[config.mk]
export PLATFORM = sky130hd
export DESIGN_NAME = rf_write_arbiter
export DESIGN_NICKNAME = d
export VERILOG_FILES = /design/src/rtl/rf_write_arbiter.sv
export SDC_FILE = /design/constraint.sdc
export NUM_CORES = 1
export LEC_CHECK = 0
export ABC_AREA = 1
export CELL_PAD_IN_SITES_DETAIL_PLACEMENT = 1
export CELL_PAD_IN_SITES_GLOBAL_PLACEMENT = 1
export CORE_MARGIN = 5
export CORE_UTILIZATION = 25
export CTS_CLUSTER_DIAMETER = 60
export DETAILED_ROUTE_END_ITERATION = 10
export PLACE_DENSITY = 0.79
export SETUP_SLACK_MARGIN = 0.1
export SYNTH_ARGS = -nofsm -noshare
export SYNTH_HDL_FRONTEND = slang
export SYNTH_SLANG_ARGS = --single-unit
export TNS_END_PERCENT = 10
[constraint.sdc]
create_clock -name clk -period 1.45 [get_ports clk]
set_input_delay 0.29 -clock clk [delete_from_list [all_inputs] [get_ports clk]]
set_output_delay 0.29 -clock clk [all_outputs]
set_load 0.03 [all_outputs]
[src/rtl/rf_write_arbiter.sv]
// rf_write_arbiter: two-requester register-file write-port arbiter.
//
// The execute (req0) and load (req1) writeback paths share a single
// register-file write port. When both are valid, a round-robin pointer picks
// the winner. The winning write is registered onto rf_we/rf_rd/rf_wd one
// cycle after the transfer.
//
// Ports:
//   clk, rst          sole clock (rising edge); synchronous active-high reset
//   hold              suspends all grants while high
//   req0_*            execute writeback: valid/rd/wd in, ready out
//   req1_*            load writeback:    valid/rd/wd in, ready out
//   rf_we/rf_rd/rf_wd registered write to the RegisterFile
//   grant_id          requester whose write is on rf_* this cycle
//   conflict_cnt      saturating count of cycles with both requests valid
//
// Optional feature (macro RF_ARB_BYPASS_EN):
//   rs1/rs2 in; byp1_hit/byp2_hit/byp1_data/byp2_data out.
//   These forward the write currently on rf_* to the matching read ports.
module rf_write_arbiter (
  input  logic        clk,
  input  logic        rst,
  input  logic        hold,
  input  logic        req0_valid,
  input  logic [4:0]  req0_rd,
  input  logic [31:0] req0_wd,
  output logic        req0_ready,
  input  logic        req1_valid,
  input  logic [4:0]  req1_rd,
  input  logic [31:0] req1_wd,
  output logic        req1_ready,
  output logic        rf_we,
  output logic [4:0]  rf_rd,
  output logic [31:0] rf_wd,
  output logic        grant_id,
  output logic [7:0]  conflict_cnt
`ifdef RF_ARB_BYPASS_EN
  ,
  input  logic [4:0]  rs1,
  input  logic [4:0]  rs2,
  output logic        byp1_hit,
  output logic        byp2_hit,
  output logic [31:0] byp1_data,
  output logic [31:0] byp2_data
`endif
);

  typedef enum logic {PriReq0 = 1'b0, PriReq1 = 1'b1} pri_e;

  pri_e        pri_q, pri_d;
  logic        gnt0, gnt1;
  logic        xfer;
  logic [4:0]  win_rd;
  logic [31:0] win_wd;
  logic        both_valid;

  logic        rf_we_q, rf_we_d;
  logic [4:0]  rf_rd_q, rf_rd_d;
  logic [31:0] rf_wd_q, rf_wd_d;
  logic        grant_q, grant_d;
  logic [7:0]  cnt_q, cnt_d;

  assign both_valid = req0_valid && req1_valid;

  // Grant selection and pointer update.
  always_comb begin
    gnt0  = 1'b0;
    gnt1  = 1'b0;
    pri_d = pri_q;
    if (!rst && !hold) begin
      if (both_valid) begin
        if (pri_q == PriReq0) gnt0 = 1'b1;
        else                  gnt1 = 1'b1;
      end else if (req0_valid) begin
        gnt0 = 1'b1;
      end else if (req1_valid) begin
        gnt1 = 1'b1;
      end
    end
    // Always prefer whoever did not just win; no grant leaves it alone.
    if (gnt0)      pri_d = PriReq1;
    else if (gnt1) pri_d = PriReq0;
  end

  assign req0_ready = gnt0;
  assign req1_ready = gnt1;
  assign xfer       = gnt0 || gnt1;
  assign win_rd     = gnt1 ? req1_rd : req0_rd;
  assign win_wd     = gnt1 ? req1_wd : req0_wd;

  // Registered write-port state.
  always_comb begin
    rf_we_d = 1'b0;
    rf_rd_d = rf_rd_q;
    rf_wd_d = rf_wd_q;
    grant_d = grant_q;
    cnt_d   = cnt_q;
    if (xfer) begin
      // x0 writes are accepted but never reach the register file.
      rf_we_d = (win_rd != 5'd0);
      rf_rd_d = win_rd;
      rf_wd_d = win_wd;
      grant_d = gnt1;
    end
    // Conflicts are counted even while hold suppresses the grant.
    if (both_valid && (cnt_q != 8'hff)) cnt_d = cnt_q + 8'd1;
  end

  always_ff @(posedge clk) begin
    if (rst) begin
      pri_q   <= PriReq0;
      rf_we_q <= 1'b0;
      rf_rd_q <= 5'd0;
      rf_wd_q <= 32'd0;
      grant_q <= 1'b0;
      cnt_q   <= 8'd0;
    end else begin
      pri_q   <= pri_d;
      rf_we_q <= rf_we_d;
      rf_rd_q <= rf_rd_d;
      rf_wd_q <= rf_wd_d;
      grant_q <= grant_d;
      cnt_q   <= cnt_d;
    end
  end

  assign rf_we        = rf_we_q;
  assign rf_rd        = rf_rd_q;
  assign rf_wd        = rf_wd_q;
  assign grant_id     = grant_q;
  assign conflict_cnt = cnt_q;

`ifdef RF_ARB_BYPASS_EN
  // Forward the in-flight write; masked during reset so no stale data leaks.
  assign byp1_hit  = !rst && rf_we_q && (rf_rd_q == rs1) && (rs1 != 5'd0);
  assign byp2_hit  = !rst && rf_we_q && (rf_rd_q == rs2) && (rs2 != 5'd0);
  assign byp1_data = byp1_hit ? rf_wd_q : 32'd0;
  assign byp2_data = byp2_hit ? rf_wd_q : 32'd0;
`endif

endmodule

After elaboration in Yosys (flattened, before gate mapping) --
Index checks and enable logic that the tools add are counted.
Word-level totals: register bits 48, input bits 79, output and inout bits 49
Operators by class: $add $sub $neg 1, eq/ne operators 1, muxes and demuxes 13, bitwise gates (word level) 1, reductions and logical operators 9
Operators by type and width (count):
- 32-bit 2-to-1 mux | 1
- 1-bit 2-to-1 mux | 11
- 8-bit by 1-bit adder with 8-bit output, second input constant | 1
- 8-bit inequality test, second input constant | 1
- 5-bit 2-to-1 mux | 1
- 5-bit nonzero test | 1
- 1-bit logical AND | 3
- 1-bit zero test | 2
- 2-bit nonzero test | 1
- 2-bit OR reduction | 1
- 1-bit logical OR | 1
- 1-bit NOT | 1

Depth between registers and ports, before layout --
depth after elaboration 7, mapped depth 9, mapped depth without buffers 8

Worst setup path before layout --
OpenSTA, ideal clock, no wires.
kind reg2reg, start register cnt_q[0] (netlist: conflict_cnt[0]), end register cnt_q[2] (netlist: conflict_cnt[2]), setup time 0.070 ns, data arrival time 1.475 ns, slack -0.096 ns, stages on the path, launching flop included 8, buffers on the path 0, path through dfxtp_1 ha_1 nand2_1 nor3_1 nand2_1 nand2_1 nand2_1 a21oi_1
On the way: word-level cells in the longest chain between the ends 2
Ends and longest elaborated chain:
- start, declared | RTL line 61 | logic [7:0] cnt_q, cnt_d;
- start signal, assigned | RTL line 123 | cnt_q <= cnt_d;
- parallel branches: the longest is 2 deep, another holds 8-bit by 1-bit adder with 8-bit output
Several ways; the timed one is not identified. A chain may end at the register's enable or synchronous reset.

Worst setup path in the final report --
start register pri_q, end output port req1_ready
On the way: word-level cells in the longest chain between the ends 3
Ends and longest elaborated chain:
- start, declared | RTL line 50 | pri_e pri_q, pri_d;
- start signal, assigned | RTL line 111 | pri_q <= PriReq0;
- start signal, assigned | RTL line 118 | pri_q <= pri_d;
- 1-bit 2-to-1 mux | RTL line 72 | if (pri_q == PriReq0) gnt0 = 1'b1;
- 1-bit 2-to-1 mux | RTL line 71 | if (both_valid) begin
- 1-bit 2-to-1 mux | RTL line 70 | if (!rst && !hold) begin
- end, declared | RTL line 31 | output logic req1_ready,
No other way between the ends.

==> out/summary.log <==
qor: worst_setup_path.worstSetupPathType flip-flop to output port
qor: global_route.antenna_violations_before_repair 0
qor: die.die_height 103 µm
qor: detailed_routing.count_of_tritonroute_iterations_in_the_first_routing_pass 4
qor: placed_design.port_buffers 127
qor: sta.layout_min_cycle_time 1450 ps
qor: finish.register_area 971 µm²
qor: hold_path.timing.hold.worst.class flip-flop to flip-flop
qor: pwr.irDropWorstVdd 0.399 mV
qor: placed_design.detailedPlacementHpwl 6420 µm
qor: detailed_routing.routed_wire_length_per_instance 16.1 µm
qor: synth.synth_top_area_share 44.9%
qor: clocking.cts_tree done
qor: synth.seq_area_frac_synth 44.9%
qor: run.max_cap_violations 0
qor: worst_setup_path.r2r-start conflict_cnt[1]
qor: die.floorplan.core_area 0.00830 mm²
qor: synth.syn-cell-area 0.00214 mm²
qor: die.starting_utilization_of_the_core_area 25.8%
qor: sta.maxClockFrequency 692 MHz
qor: clocking.cts_root_buffer sky130_fd_sc_hd__clkbuf_8
qor: detailed_routing.m1WireLength 3480 µm
qor: synth.synth.ff_latch_count 48
qor: finish.multi_input_area 0.00119 mm²
qor: die.rows 33
qor: worst_setup_path.crit_path_start_kind flip-flop
qor: sta.hold_viol_final 0
qor: placed_design.globalplace.congestion 0.751
qor: finish.areaGrowthSynthToFinish 88.5%
qor: sta.fin_worst_hold_slack 473 ps
qor: detailed_routing.vias 2,548
qor: clocking.ctsHtreeMaxLevel 2
qor: sta.worst_slack 3.90 ps
qor: clocking.holdBufCountCts 0
qor: global_route.grt_pass1_vias 2,783
qor: outcome.outcome completed
qor: global_route.grt_first_pass_wirelength 13,500 µm
qor: worst_setup_path.setup.worst_path.start pri_q
qor: sta.final_max_slew_viol_count 0
qor: synth.postSynthCellCount 300
qor: die.die-area 0.0105 mm²
qor: worst_setup_path.critPathTopFamily buffers and inverters
qor: synth.synth_xor_xnor_area_share 1.64%
qor: pwr.total_leakage_power 1.72 nW
qor: detailed_routing.post-route-drc-count 0
qor: global_route.grt_use_total 16.1%
qor: detailed_routing.met2RoutedLength 4800 µm
qor: detailed_routing.drt-vias-per-instance 4.57
qor: sta.final.period_utilization 99.7%
qor: worst_setup_path.critical-path-max-stage-delay 350 ps
qor: worst_setup_path.crit_buf_inv 4
qor: global_route.grt_overflow 0
qor: worst_setup_path.worst_ep_required_time 1160 ps
qor: clocking.numCtsBuffers 5
qor: sta.finClkSkew 7.58 ps
qor: synth.synth_edf_count 0
qor: synth.postSynth.asyncResetShare 0%
qor: clocking.worst_setup_hold_path_clk_slew 90 ps
qor: synth.predominant_post_synthesis_flop_cell sky130_fd_sc_hd__dfxtp_1
qor: worst_setup_path.crit_end_category output port
qor: synth.synth_top_cells_by_area sky130_fd_sc_hd__dfxtp_1 45%, sky130_fd_sc_hd__nand2_1 23%, sky130_fd_sc_hd__a31oi_1 9.6%, sky130_fd_sc_hd__inv_1 3.5%, sky130_fd_sc_hd__a21oi_1 3.0%
qor: clocking.cts.sinks 48
qor: pwr.power_density 758 mW/mm²
qor: synth.fraction_of_the_mapped_netlist_area_in_compound_gates 14.8%
qor: synth.synth.most_common_cell sky130_fd_sc_hd__nand2_1
qor: synth.synth_top_cells_by_count 133 x sky130_fd_sc_hd__nand2_1, 48 x sky130_fd_sc_hd__dfxtp_1, 33 x sky130_fd_sc_hd__a31oi_1
qor: finish.design.final.nets 533
qor: worst_setup_path.timing.critical_path.arrival 1160 ps
qor: placed_design.worst_case_setup_slack_after_placement -371 ps
qor: synth.ys_types 19
qor: worst_setup_path.cp_cell_instances inv_2, nand2_4, nand3_4, buf_12, clkinv_8, buf_8
qor: detailed_routing.postRouteAntennaNets 0
qor: sta.rsz0062_at_grt yes
qor: synth.synthDominantAreaCellType sky130_fd_sc_hd__dfxtp_1
qor: hold_path.worst_hold_startpoint grant_id
qor: detailed_routing.wl_met3 587 µm
qor: finish.num_antenna_cells 0
qor: clocking.clk_latency 290 ps
qor: die.die_x 103 µm
qor: detailed_routing.highest-signal-layer met4
qor: synth.post_synth_mux_area_share 0%
qor: clocking.clockBufferDepth 2
qor: die.boundaryPins 128
qor: sta.final-setup-viol-count 0
qor: finish.final_core_util 48.6%
qor: worst_setup_path.critPathSlowestCell sky130_fd_sc_hd__dfxtp_2
qor: worst_setup_path.critical_path.max_fanout 5
qor: finish.fillers 1,014
qor: synth.synthesized_net_count 380
qor: finish.layout-drive-gt1-share 28.5%
qor: detailed_routing.wirelength 8970 µm
qor: synth.synthAdderAreaFrac 0.584%
qor: sta.worst-slew-pin-transition 321 ps
qor: synth.synth_top_family_by_area simple AND/OR/NAND/NOR gates
qor: sta.timing.slew.headroom 78.7%
qor: detailed_routing.drt-initial-drc-count 43
qor: synth.synth.yosys.warnings 0
qor: synth.synth_simple_gate_area_share 28.9%
qor: global_route.grt_start_max_net_pins 24
qor: synth.synth.avg_cell_area 7.14 µm²
## metal layers
layer / vias up / global-route usage (%)
met5: - / 0
met4: 0 / 3.73
met3: 7 / 5.41
met2: 76 / 28.9
met1: 1192 / 18.5
li1: 1273 / -
## power by group
group	switching (mW)	total, mW	leakage (nW)	internal, mW
combinational	0.381	0.769	1.27	0.388
sequential	0.0396	1.42	0.394	1.38
clock	0.444	0.870	0.0503	0.426
## cell type report
| cell class | count | area share [%] |
|---|---|---|
| inverter | 23 | 2.82 |
| sequential | 48 | 24.1 |
| tap | 105 | 3.26 |
| multi-input combinational | 213 | 29.6 |
| clock buffer | 7 | 2.39 |
| timing repair buffer | 162 | 37.9 |
## state kept, by name (all words and copies together), names as in the netlist
register,count
rf_we,1
conflict_cnt,8
rf_rd,5
grant_id,1
pri_q,1
rf_wd,32
## worst paths after layout
kind	to	slack (ps)	depth (start not counted)
setup reg to reg	conflict_cnt[3]	60	8
setup / recovery	req1_ready	4	6
hold reg to reg	grant_id	470	2
hold / removal	grant_id	470	2
## tightest hold or removal path: stages (launching register included)
cell	delay, ps
sky130_fd_sc_hd__dfxtp_1	320
sky130_fd_sc_hd__nand2_1	60
sky130_fd_sc_hd__a21oi_1	50
## per-stage QoR
step                      total power, mW  instance area, µm²  setup TNS, ps  instances
after CTS                            3.04                3860          -42.2        550
after global placement               2.16                3670         -10340        539
after global routing                 3.21                4040           -133        558
after detailed placement             2.17                3670         -12630        539
final                                3.06                4040              0        558
after floorplan                      1.73                2150              0        300
## repair_timing
action	CTS	global route
gates resized for setup	107	105
setup buffers	4	5
gates cloned	0	3
setup endpoints to repair	93	85
pin swaps	3	12
## cells in the final DEF (no fill, tap or decap), drive strengths merged, types with 9 or more instances in the layout
cell type and instances:
nor2 10, nand2 133, clkdlybuf4s50 74, a31oi 33
inv 21, o21ai 9, a21oi 13, clkdlybuf4s15 16
clkbuf 40, dfxtp 48, buf 36
## kinds of logic after synthesis
kind of cell / count (synthesis)
fa+ha+maj: 1
xor+xnor: 4
flops: 48
compound gates: 55
simple gates: 153
buf+inv: 39
Power figures use the tool's default switching activity.
